## src/rtl/block_word_reader_288.sv

```systemverilog
// Serializes a 288-bit block into nine 32-bit words, most-significant word first,
// with valid/ready handshakes on both the block load and the word stream.
module block_word_reader_288 #(
   parameter int unsigned WORD_W    = 32,
   parameter int unsigned NUM_WORDS = 9,
   parameter int unsigned CNT_W     = 4
) (
   input  logic                        CLK,
   input  logic                        RST,
   input  logic                        flush,
   input  logic                        load_valid,
   output logic                        load_ready,
   input  logic [WORD_W*NUM_WORDS-1:0] block_in,
   output logic                        word_valid,
   input  logic                        word_ready,
   output logic [WORD_W-1:0]           word_out,
   output logic [CNT_W-1:0]            word_idx,
   output logic                        word_last,
   output logic                        done
);

   localparam int unsigned      BLK_W    = WORD_W * NUM_WORDS;
   localparam logic [CNT_W-1:0] LAST_IDX = CNT_W'(NUM_WORDS - 1);

   typedef enum logic {
      S_IDLE,
      S_SEND
   } state_t;

   state_t           state_q, state_d;
   logic [BLK_W-1:0] shift_q, shift_d;
   logic [CNT_W-1:0] cnt_q, cnt_d;
   logic             done_q, done_d;

   always_ff @(posedge CLK) begin
      if (RST) begin
         state_q <= S_IDLE;
         shift_q <= '0;
         cnt_q   <= '0;
         done_q  <= 1'b0;
      end else begin
         state_q <= state_d;
         shift_q <= shift_d;
         cnt_q   <= cnt_d;
         done_q  <= done_d;
      end
   end

   // flush overrides both a pending load and the final word handshake
   always_comb begin
      state_d = state_q;
      shift_d = shift_q;
      cnt_d   = cnt_q;
      done_d  = 1'b0;
      if (flush) begin
         state_d = S_IDLE;
         shift_d = '0;
         cnt_d   = '0;
      end else begin
         unique case (state_q)
            S_IDLE: begin
               if (load_valid) begin
                  shift_d = block_in;
                  cnt_d   = '0;
                  state_d = S_SEND;
               end
            end
            S_SEND: begin
               if (word_ready) begin
                  if (cnt_q == LAST_IDX) begin
                     state_d = S_IDLE;
                     shift_d = '0;
                     cnt_d   = '0;
                     done_d  = 1'b1;
                  end else begin
                     shift_d = {shift_q[BLK_W-WORD_W-1:0], {WORD_W{1'b0}}};
                     cnt_d   = cnt_q + CNT_W'(1);
                  end
               end
            end
         endcase
      end
   end

   always_comb begin
      load_ready = (state_q == S_IDLE);
      word_valid = (state_q == S_SEND);
      word_out   = shift_q[BLK_W-1 -: WORD_W];
      word_idx   = cnt_q;
      word_last  = (state_q == S_SEND) && (cnt_q == LAST_IDX);
      done       = done_q;
   end

endmodule

```

## config.mk

```make
export PLATFORM = sky130hd
export DESIGN_NAME = block_word_reader_288
export DESIGN_NICKNAME = d
export VERILOG_FILES = /design/src/rtl/block_word_reader_288.sv
export SDC_FILE = /design/constraint.sdc
export NUM_CORES = 1
export LEC_CHECK = 0
export ABC_CLOCK_PERIOD_IN_PS = 1900
export CORE_ASPECT_RATIO = 0.9
export CORE_MARGIN = 4
export CORE_UTILIZATION = 49
export CTS_CLUSTER_DIAMETER = 30
export DETAILED_ROUTE_END_ITERATION = 7
export PLACE_DENSITY_LB_ADDON = 0.12
export RECOVER_POWER = 50
export SLEW_MARGIN = 20
export SYNTH_ARGS = -nofsm -noshare
export SYNTH_HDL_FRONTEND = slang
export SYNTH_SLANG_ARGS = --single-unit
```

## constraint.sdc

```tcl
create_clock -name CLK -period 1.9 [get_ports CLK]
set_input_delay 0.19 -clock CLK [delete_from_list [all_inputs] [get_ports CLK]]
set_output_delay 0.19 -clock CLK [all_outputs]
set_load 0.01 [all_outputs]
```

==> results of run 1 <==
-- worst min-delay path by stage --
stage / end / startpoint / slack, ns
after floorplan: word_valid / load_valid / 0.34
after global placement: shift_q[154] / shift_q[122] / 0.45
after detailed placement: shift_q[70] / shift_q[38] / 0.45
after CTS: shift_q[90] / block_in[90] / 0.27
after global routing: shift_q[90] / block_in[90] / 0.28
final: shift_q[90] / block_in[90] / 0.28
-- state kept, by name, indices dropped and copies added, names as in the netlist --
signal	flops
shift_q	288
done	1
word_idx	4
word_valid	1
-- report_power, final --
group	leakage, nW	total (mW)	switching, mW	internal, mW
Sequential	2.41	6.66	0.187	6.47
Combinational	3.22	1.98	0.969	1.01
Clock	0.871	9.51	3.10	6.41
Total	6.50	18.2	4.26	13.9
-- metrics by stage --
step                setup WS [ns]  setup TNS (ns)  cell area [um^2]
floorplan                   0.404               0             12700
global placement           0.0646               0             16300
detailed placement         0.0489               0             16300
CTS                        0.0670               0             18100
global route             -0.00465        -0.00465             18200
finish                     0.0696               0             18200
-- kinds of logic after synthesis --
| logic type | after synthesis | synth area share, % |
|---|---|---|
| compound gates | 807 | 32.6 |
| fa+ha+maj | 2 | 0.197 |
| buf+inv | 218 | 8.79 |
| flops | 294 | 46.5 |
| mux | 2 | 0.168 |
| simple gates | 305 | 11.8 |
-- cells in the mapped netlist --
library cell | count | area [um^2]
nor2_1 | 36 | 135
or3_1 | 1 | 6.26
a31oi_1 | 1 | 6.26
o22ai_1 | 1 | 6.26
nand2_2 | 1 | 6.26
clkbuf_2 | 22 | 110
or2_2 | 1 | 6.26
nor3_1 | 1 | 5.00
nand3_1 | 258 | 1290
and2_1 | 1 | 6.26
clkbuf_1 | 54 | 203
nor2b_1 | 1 | 6.26
buf_4 | 38 | 285
o21ai_0 | 250 | 1250
nand4b_1 | 1 | 8.76
dfxtp_1 | 294 | 5890
nand3b_1 | 1 | 7.51
o2111ai_1 | 1 | 8.76
a21oi_1 | 514 | 2570
and3b_1 | 1 | 8.76
ha_1 | 2 | 25.0
a22oi_1 | 33 | 248
inv_1 | 4 | 15.0
nand2_1 | 2 | 7.51
mux2i_1 | 1 | 10.0
buf_2 | 100 | 500
mux2_2 | 1 | 11.3
o21ai_1 | 7 | 35.0
-- per-layer routing --
metal / global-route usage, % / vias up
met5: 0 / -
met4: 9.60 / 0
met3: 6.73 / 92
met2: 44.9 / 846
met1: 45.9 / 6420
li1: - / 6371
-- repair_timing --
item                       in CTS  in global routing
resized for setup               8                  3
setup endpoints to repair       1                 30
pin swaps                       0                  1
gates cloned                    0                  2
buffers inserted                2                  1
-- worst max-delay path, cell delays in order (launching register included) --
cell and delay, ns:
dfxtp_4 0.36, inv_1 0.07, ha_2 0.18, nand3b_1 0.14
buf_6 0.17, nor2_2 0.06, buf_2 0.13
-- layout make-up --
| cell class | count | area share (%) |
|---|---|---|
| diodes | 1 | 0.0138 |
| clock buffers | 68 | 7.76 |
| clock inverters | 23 | 2.05 |
| inverters | 4 | 0.0826 |
| multi-input cells | 1116 | 31.5 |
| flip-flops and latches | 294 | 32.4 |
| well taps | 342 | 2.36 |
| repair buffers | 413 | 23.8 |
==> results.md, run 1 <==
- Post-synthesis cell area: 12700 um^2
- Final core utilization: between 70% and 80%
- Maximum vdd drop: 0.674 mV
- GP Congestion: between 0.9 and 1
- Critical setup path kind: reg -> out
- Tmin final: roughly 1.8 ns
- Drt pass-1 iters: 8
- Cell Rows: 55
- Register Area: ~6000 um^2
- Cts bufs inserted: 51
- Worst hold slack: around 0.28 ns
- CP Capture Point: word_last
- Total track usage: 30.9%
- Post-CTS Hold Buffers: 0
- Clock transition at path regs: roughly 0.05 ns
- Later-pin clock latency in the skew report: 0.55 ns
- Required @ worst endpoint: about 1.7 ns
- Final std cells w/o fill: between 2000 and 2500
- Mapped Cells: ~1600
- DP Cell Count: 2164
- 1st-iter DRT viols: 1707
- Ports: about 330
- Max FO, Critical Path: 5
- DRC viols: 5
- Post-synthesis sequential area ratio: between 40 and 50%
- Final setup fails: 0
- Pwr Total: about 18 mW
- Global route total overflow: 0
- Reg-to-reg slack, setup: 0.09 ns
- Worst-case reg-to-reg path depth: 5
- Starting Density: between 50 and 60%
- R2R Path Start: word_valid
- Fillers: ~2000
- Top Metal Used: met4
- Largest net degree at the start of global routing: ~130
- Wire length on met2: 20200 um
- Area occupied by multi-input gates: roughly 5700 um^2
- Crit path launch type: flop
- DIE AREA: ~28000 um^2
- Root buf cell: clkbuf_16
- Setup Skew: roughly 0.023 ns
- Synth unique cells: 28
- Vias in the first global route: 13100
- Post-Syn Nets: between 1500 and 2000
- Reg2Reg Capture Point: shift_q[182]
- Peak Freq: between 500 and 600 MHz
- Final hold violation count: 0
- Least-Margin Pin Slew: 0.808 ns
- Failing checks: DRC
- Commonest non-fill, non-tap cell in the layout: a21oi_1
- Worst Hold Class: in -> reg
- Wire length on met3: 5230 um
- Clk sinks: 294
- DIE WIDTH: 177 um
- Worst Setup SP: word_idx[0]
- Hold Crit Depth: 3
- Slew Limit Headroom: 46.1%
- Core box area: ~25000 um^2
- Area grow syn2layout: 43.4%
- Initial antenna violation count: 1
- Final Cycle Share: a little over nine tenths
- Synth warnings: 0
- Vias per std cell: approximately 6.1
- Post-DP HPWL: ~31000 um
- Final nets: approximately 2200
- Max Cap Viol: 0
- Syn avg cell area: 7.78 um^2
- TritonCTS clock tree: built
- Clock buffer depth: 3
- Height of the die: around 160 um
- Via count: around 14000
- Critical path capture point type: output pin
- Most frequent cells in the layout: a21oi_1, clkdlybuf4s50_1, dfxtp_1
- DRT Wirelength: 47100 um
- Number of synthesized register bits: ~290
- Run status: finished with violations
- Final Max Tran Viols: 0
- ANT nets after route: 0
- First-pass GRT wire length: a little over 70000 um
- PD cells: 999 nW/um^2
- Wire per inst: 20.8 um
- Proportion of layout cells with a drive suffix above 1: approximately 8.9%
- Port Buffer Count: around 330
- Leakage: 6.50 nW
- Data arrival time of the critical path: ~1.6 ns
- H-tree depth: 2
- Met1 WL: 20300 um
(Power assumes the default switching activity.)
==> run 2, diff against run 1 <==
- CORE_MARGIN: 4 -> 1
==> run 2 against run 1 <==
The flow now finishes without violations. Power rose by 1.2%. Via count fell by 2.1%. Largest cell class unchanged. Non-clock buffer count fell by 22. Clock power rose by 2.6%.
==> results.md, run 2 (synthesis results as in run 1) <==
- Vias per std cell: 5.96 (-1.8%)
- Max Cap Viol: 0 (unchanged)
- Crit path launch type: flop
- Pwr Total: 18.4 mW (+1.2%)
- Global route total overflow: 0 (unchanged)
- Leakage: 6.42 nW (-1.2%)
- CP Capture Point: word_last
- Setup Skew: 0.0203 ns (-0.00298 ns)
- H-tree depth: 2 (unchanged)
- TritonCTS clock tree: built
- Clock transition at path regs: 0.05 ns (about the same)
- Final core utilization: 71.4% (-0.32 points)
- RSZ-0062 raised after global routing: false
- PD cells: 1020 nW/um^2 (+1.9%)
- Worst Hold Class: in -> reg
- Cts bufs inserted: 55 (+7.8%)
- Final Max Tran Viols: 0 (unchanged)
- Reg2Reg Capture Point: shift_q[253]
- Worst Setup SP: word_idx[0]
- NetSw: 4.53 mW (+6.3%)
- Clock power share: 53.1% (+0.7 points)
- Reg-to-reg slack, setup: 0.11 ns (+0.02 ns)
- Commonest non-fill, non-tap cell in the layout: a21oi_1
- Switching Share: 24.7% (+1.2 points)
- DRT Wirelength: 45100 um (-4.4%)
- Maximum vdd drop: 0.676 mV (+0.29%)
- Crit-path max cell delay: 0.34 ns (-0.02 ns)
- Total track usage: 32.9% (+2.0 points)
- Setup TNS: 0 ns (unchanged)
- Crit path max-delay cell type: dfxtp_2
- Vias in the first global route: 12400 (-5.0%)
- Critical path capture point type: output pin
- Drt pass-1 iters: 6 (-2)
- Critical setup path kind: reg -> out
- 1st-iter DRT viols: 1668 (-2.3%)
- Sequential power share: 36.3% (-0.4 points)
- Final Cycle Share: 95.5% (-0.88 points)
- Port Buffer Count: 332 (unchanged)
- Max FO, Critical Path: 5 (unchanged)
- Cell Int Power: 13.8 mW (-0.43%)
- DRC viols: 0 (-5)
- Post-CTS Hold Buffers: 0 (unchanged)
- Area grow syn2layout: 42.4%
- Peak Freq: 551 MHz (+0.93%)
- Clock buffer depth: 3 (unchanged)
- DIE WIDTH: 171 um (-3.4%)
- GP Congestion: 0.922 (-0.12%)
- Fillers: 2017 (+1.7%)
- Height of the die: 155 um (-3.7%)
- Cells along the critical path: inv_1, ha_1, nand3b_1, nor2_1, clkdlybuf4s15_1
- DIE AREA: 26500 um^2 (-7.0%)
- Run status: complete, no violations
- Final hold violation count: 0 (unchanged)
- Wire per inst: 20.0 um (-4.1%)
- Most frequent cells in the layout: a21oi_1, clkdlybuf4s50_1, dfxtp_1
- Worst-case reg-to-reg path depth: 6 (+1)
- Largest register FFs: 288 (unchanged)
- Core box area: 25300 um^2 (-0.27%)
- Cell Rows: 55 (unchanged)
- First-pass GRT wire length: 68500 um (-4.1%)
- Post-DP HPWL: 29600 um (-5.7%)
- Starting Density: 50.2% (+0.14 points)
- Final nets: 2157 (-0.83%)
- ANT nets after route: 0 (unchanged)
- Slew Limit Headroom: 49.1% (+3.0 points)
- R2R Path Start: word_valid
- Gate power share: 10.6% (-0.3 points)
- Least-Margin Pin Slew: 0.763 ns (-0.0447 ns)
- Ports: 333 (unchanged)
- DP Cell Count: 2145 (-0.88%)
- Initial antenna violation count: 6 (+5)
- Tmin final: 1.81 ns (-0.0168 ns)
- Final std cells w/o fill: 2255 (-0.27%)
- Root buf cell: clkbuf_16
- Later-pin clock latency in the skew report: 0.55 ns (about the same)
- Largest net degree at the start of global routing: 147 (+11%)
- Data arrival time of the critical path: 1.62 ns (-0.02 ns)
- Final setup fails: 0 (unchanged)
- Proportion of layout cells with a drive suffix above 1: 8.65% (-0.26 points)
- Via count: 13400 (-2.1%)
- Required @ worst endpoint: 1.71 ns (about the same)
- Biggest register: shift_q
- Clk sinks: 294 (unchanged)
[run 2: cell types whose count changed in the layout (fill, tap and decap cells not counted), moves of 3 or more]
cell | before | now
buf_4 | 42 | 21
clkinvlp_4 | 1 | 9
clkbuf_1 | 12 | 5
clkinv_2 | 5 | 10
diode_2 | 1 | 6
bufinv_16 | 9 | 5
clkbuf_16 | 53 | 57
clkbuf_2 | 2 | 6
clkdlybuf4s50_1 | 300 | 296
dlygate4sd3_1 | 31 | 35
buf_6 | 1 | 4
[run 2: worst min path at each step]
stage | end | depth (start not counted) | slack, ns | from
detailed placement | shift_q[204] | 2 | 0.45 | shift_q[172]
global route | shift_q[264] | 3 | 0.28 | block_in[264]
floorplan | word_valid | 2 | 0.34 | load_valid
CTS | shift_q[73] | 3 | 0.26 | block_in[73]
global placement | shift_q[67] | 2 | 0.45 | shift_q[35]
finish | shift_q[287] | 3 | 0.28 | block_in[287]
[run 2: per-layer routing]
| layer | up-vias | GRT usage, % | routed length (um) |
|---|---|---|---|
| met5 | - | 0 | 0 |
| met4 | 0 | 10.6 | 1130 |
| met3 | 73 | 6.42 | 4670 |
| met2 | 741 | 46.6 | 19200 |
| met1 | 6293 | 49.6 | 20100 |
| li1 | 6337 | - | - |
[run 2: area by class of cell]
cell class / instances / area, um^2 / share of cell area, %
clock buffer: 66 / 1510 / 8.37
clock inverter: 36 / 378 / 2.09
sequential: 294 / 5890 / 32.7
timing repair buffer: 391 / 4090 / 22.7
antenna: 6 / 15.0 / 0.0832
multi-input combinational: 1116 / 5710 / 31.7
tap: 342 / 428 / 2.37
inverter: 4 / 15.0 / 0.0832
[run 2: stage by stage]
stage / hold WS [ns] / cell area [um^2] / worst slack (ns)
global route: 0.277 / 18000 / 0.00743
global placement: 0.449 / 16200 / 0.0270
floorplan: 0.343 / 12700 / 0.404
finish: 0.278 / 18000 / 0.0864
CTS: 0.261 / 18100 / 0.0457
detailed placement: 0.452 / 16200 / 0.0305
[run 2: worst max-delay path: cells and delay by family, from the launching register on]
kind	cells	cell delay (ns)
flops	1	0.34
buf+inv	2	0.35
simple gates	2	0.24
fa+ha+maj	1	0.17
[run 2: power groups by stage]
stage	Combinational [mW]	Clock, mW	Sequential, mW
2_1_floorplan	0.957	0	6.69
3_3_place_gp	1.92	0	6.77
3_5_place_dp	1.93	0	6.77
4_1_cts	1.96	9.81	6.65
5_1_grt	2.10	10.1	6.68
6_report	1.94	9.76	6.66
[run 2: timing repair]
item,in CTS,in global routing
setup buffers,2,0
setup endpoints to repair,2,18
gates resized for setup,3,4
==> run 3, diff against run 2 <==
- CTS_CLUSTER_DIAMETER: 30 -> 40
- MAX_ROUTING_LAYER: default -> met4
==> run 3 against run 2 <==
Final area shrank 2.1%. Routed wire length down 0.65%. Global-route usage up 0.49 points. Power decreased by 9.9%. Via count is essentially flat. Maximum frequency is 0.30% higher. Critical path depth unchanged. Sequential share of layout area is 0.71 points higher. Register-to-register slack got worse by 0.02 ns. Non-clock buffer count grew 9. Largest power group unchanged.
==> results.md, run 3 (synthesis results as in run 1) <==
- Starting Density: 50.2% (unchanged)
- Ports: 333 (unchanged)
- Drt pass-1 iters: 7 (+1)
- DRT Wirelength: 44800 um (-0.65%)
- CP delay by family, top: multiplexers
- Via count: 13400 (+0.015%)
- First-pass GRT wire length: 67400 um (-1.7%)
- ANT nets after route: 0 (unchanged)
- Final Max Tran Viols: 0 (unchanged)
- Critical path capture point type: flop
- Later-pin clock latency in the skew report: 0.52 ns (-0.03 ns)
- Total track usage: 33.4% (+0.49 points)
- Final std cells w/o fill: 2232 (-1.0%)
- TritonCTS clock tree: built
- Cell Int Power: 12.5 mW (-9.9%)
- Proportion of layout cells with a drive suffix above 1: 7.68% (-0.97 points)
- Clock transition at path regs: 0.06 ns (about the same)
- Most frequent cells in the layout: a21oi_1, clkdlybuf4s50_1, dfxtp_1
- Clk sinks: 294 (unchanged)
- DP Cell Count: 2153 (+0.37%)
- Setup TNS: 0 ns (unchanged)
- Fin area: 17700 um^2 (-2.1%)
- Area grow syn2layout: 39.3%
- Core box area: 25300 um^2 (unchanged)
- GP Congestion: 0.933 (+1.2%)
- Hold Path End: shift_q[219]
- RSZ-0062 raised after global routing: false
- Gate power share: 12.0% (+1.4 points)
- Switching Share: 24.6% (about the same)
- Cts bufs inserted: 40 (-27%)
- Global route total overflow: 0 (unchanged)
- Final core utilization: 69.9% (-1.5 points)
- Post-CTS Hold Buffers: 0 (unchanged)
- Maximum vdd drop: 0.493 mV (-27%)
- DIE AREA: 26500 um^2 (unchanged)
- Reg-to-reg slack, setup: 0.09 ns (-0.02 ns)
- Final setup fails: 0 (unchanged)
- NetSw: 4.08 mW (-9.9%)
- CP dominant cell by count: buf_6
- Root buf cell: clkbuf_16
- Vias per std cell: 6.02 (+1.0%)
- Least-Margin Pin Slew: 0.747 ns (-0.0165 ns)
- Clock buffer depth: 3 (unchanged)
- Largest net degree at the start of global routing: 122 (-17%)
- Setup Skew: 0.0129 ns (-0.00738 ns)
- Critical setup path kind: reg -> reg
- Final hold violation count: 0 (unchanged)
- H-tree depth: 2 (unchanged)
- 1st-iter DRT viols: 1719 (+3.1%)
- Data arrival time of the critical path: 2.21 ns (+0.59 ns)
- Hold Crit Depth: 3 (unchanged)
- Port Buffer Count: 332 (unchanged)
- Wire per inst: 20.1 um (+0.38%)
- HP Start: block_in[219]
- Crit path max-delay cell type: mux2_8
- Final Cycle Share: 95.2% (-0.29 points)
- Height of the die: 155 um (unchanged)
- Required @ worst endpoint: 2.30 ns (+0.59 ns)
- Clock power share: 47.8% (-5.3 points)
- Crit path launch type: flop
- R2R Path Start: word_valid
- Worst-case reg-to-reg path depth: 5 (-1)
- Cells along the critical path: buf_6, mux2_8, buf_6, o21ai_0, a21oi_1
- Slew Limit Headroom: 50.2% (+1.1 points)
- Post-DP HPWL: 30200 um (+1.8%)
- Leakage: 6.25 nW (-2.6%)
- Worst Hold Class: in -> reg
- Biggest register: shift_q
- Worst hold slack: 0.294 ns (+0.0157 ns)
- Commonest non-fill, non-tap cell in the layout: a21oi_1
- Max Cap Viol: 0 (unchanged)
- Buf+Inv Stages, Crit Path: 2 (unchanged)
- Crit-path max cell delay: 0.50 ns (+0.16 ns)
- Vias in the first global route: 12200 (-1.6%)
- Peak Freq: 553 MHz (+0.30%)
- Run status: complete, no violations
- DRC viols: 0 (unchanged)
- DIE WIDTH: 171 um (unchanged)
- Sequential power share: 40.2% (+3.9 points)
- Largest register FFs: 288 (unchanged)
- PD cells: 937 nW/um^2 (-7.9%)
- Final nets: 2152 (-0.23%)
- Max FO, Critical Path: 43 (+38)
- Dpl cell area: 16200 um^2 (+0.29%)
- Cell Rows: 55 (unchanged)
- Reg2Reg Capture Point: shift_q[200]
- Initial antenna violation count: 2 (-4)
- Tmin final: 1.81 ns (-0.00550 ns)
-- run 3: cell count changes in the layout (fill, tap and decap cells not counted), sizes merged --
cell	before	now
mux2	1	2
dlygate4sd3	35	37
diode	6	2
clkbuf	74	56
clkdlybuf4s25	0	1
bufinv	5	6
inv	10	12
clkinvlp	9	3
clkinv	16	6
clkdlybuf4s50	296	293
buf	51	62
-- run 3: layout make-up --
class / instances / area, um^2
Sequential cell: 294 / 5890
Antenna cell: 2 / 5.00
Tap cell: 342 / 428
Timing Repair Buffer: 400 / 4170
Fill cell: 2059 / 7600
Clock inverter: 23 / 315
Multi-Input combinational cell: 1117 / 5730
Inverter: 4 / 15.0
Clock buffer: 50 / 1100
-- run 3: worst register-to-register path, cell delays in order, from the launching register on --
cell and delay, ns:
dfxtp_4 0.36, buf_6 0.23, mux2_8 0.50, buf_6 0.24
o21ai_0 0.28, a21oi_1 0.07
-- run 3: metrics by stage --
step / worst slack (ns) / power [mW]
final: 0.0919 / 16.5
after floorplan: 0.404 / 7.64
after CTS: 0.00296 / 16.6
after global routing: 0.0116 / 17.0
after detailed placement: 0.00490 / 8.73
after global placement: 0.0464 / 8.72
-- run 3: power by group through the flow --
stage	sequential, mW	clock (mW)	combinational, mW
4_1_cts	6.64	7.96	1.98
5_1_grt	6.67	8.23	2.14
3_5_place_dp	6.77	0	1.95
3_3_place_gp	6.78	0	1.94
2_1_floorplan	6.69	0	0.957
6_report	6.66	7.91	1.98
-- run 3: timing repair --
action                                  in CTS  in global routing
gates cloned                                 0                  1
pin swaps                                    0                  0
setup buffers                                2                  1
endpoints found under the setup margin       3                 35
resized for setup                            1                  6
-- run 3: worst max path at each step --
stage,from,endpoint,slack [ns],cells past startpoint
after global placement,load_valid,shift_q[200],0.05,5
final,word_valid,shift_q[200],0.09,5
after global routing,word_valid,shift_q[278],0.01,6
after CTS,word_idx[0],word_last,0.003,5
after floorplan,word_idx[0],shift_q[100],0.40,8
after detailed placement,load_valid,shift_q[200],0.005,5
-- run 3: metal layers --
metal	up-vias	global-route usage [%]	wire length (um)
met3	95	5.58	4490
met1	6288	48.8	19900
met4	0	11.5	1380
met2	757	46.0	19000
met5	-	-	0
li1	6306	-	-
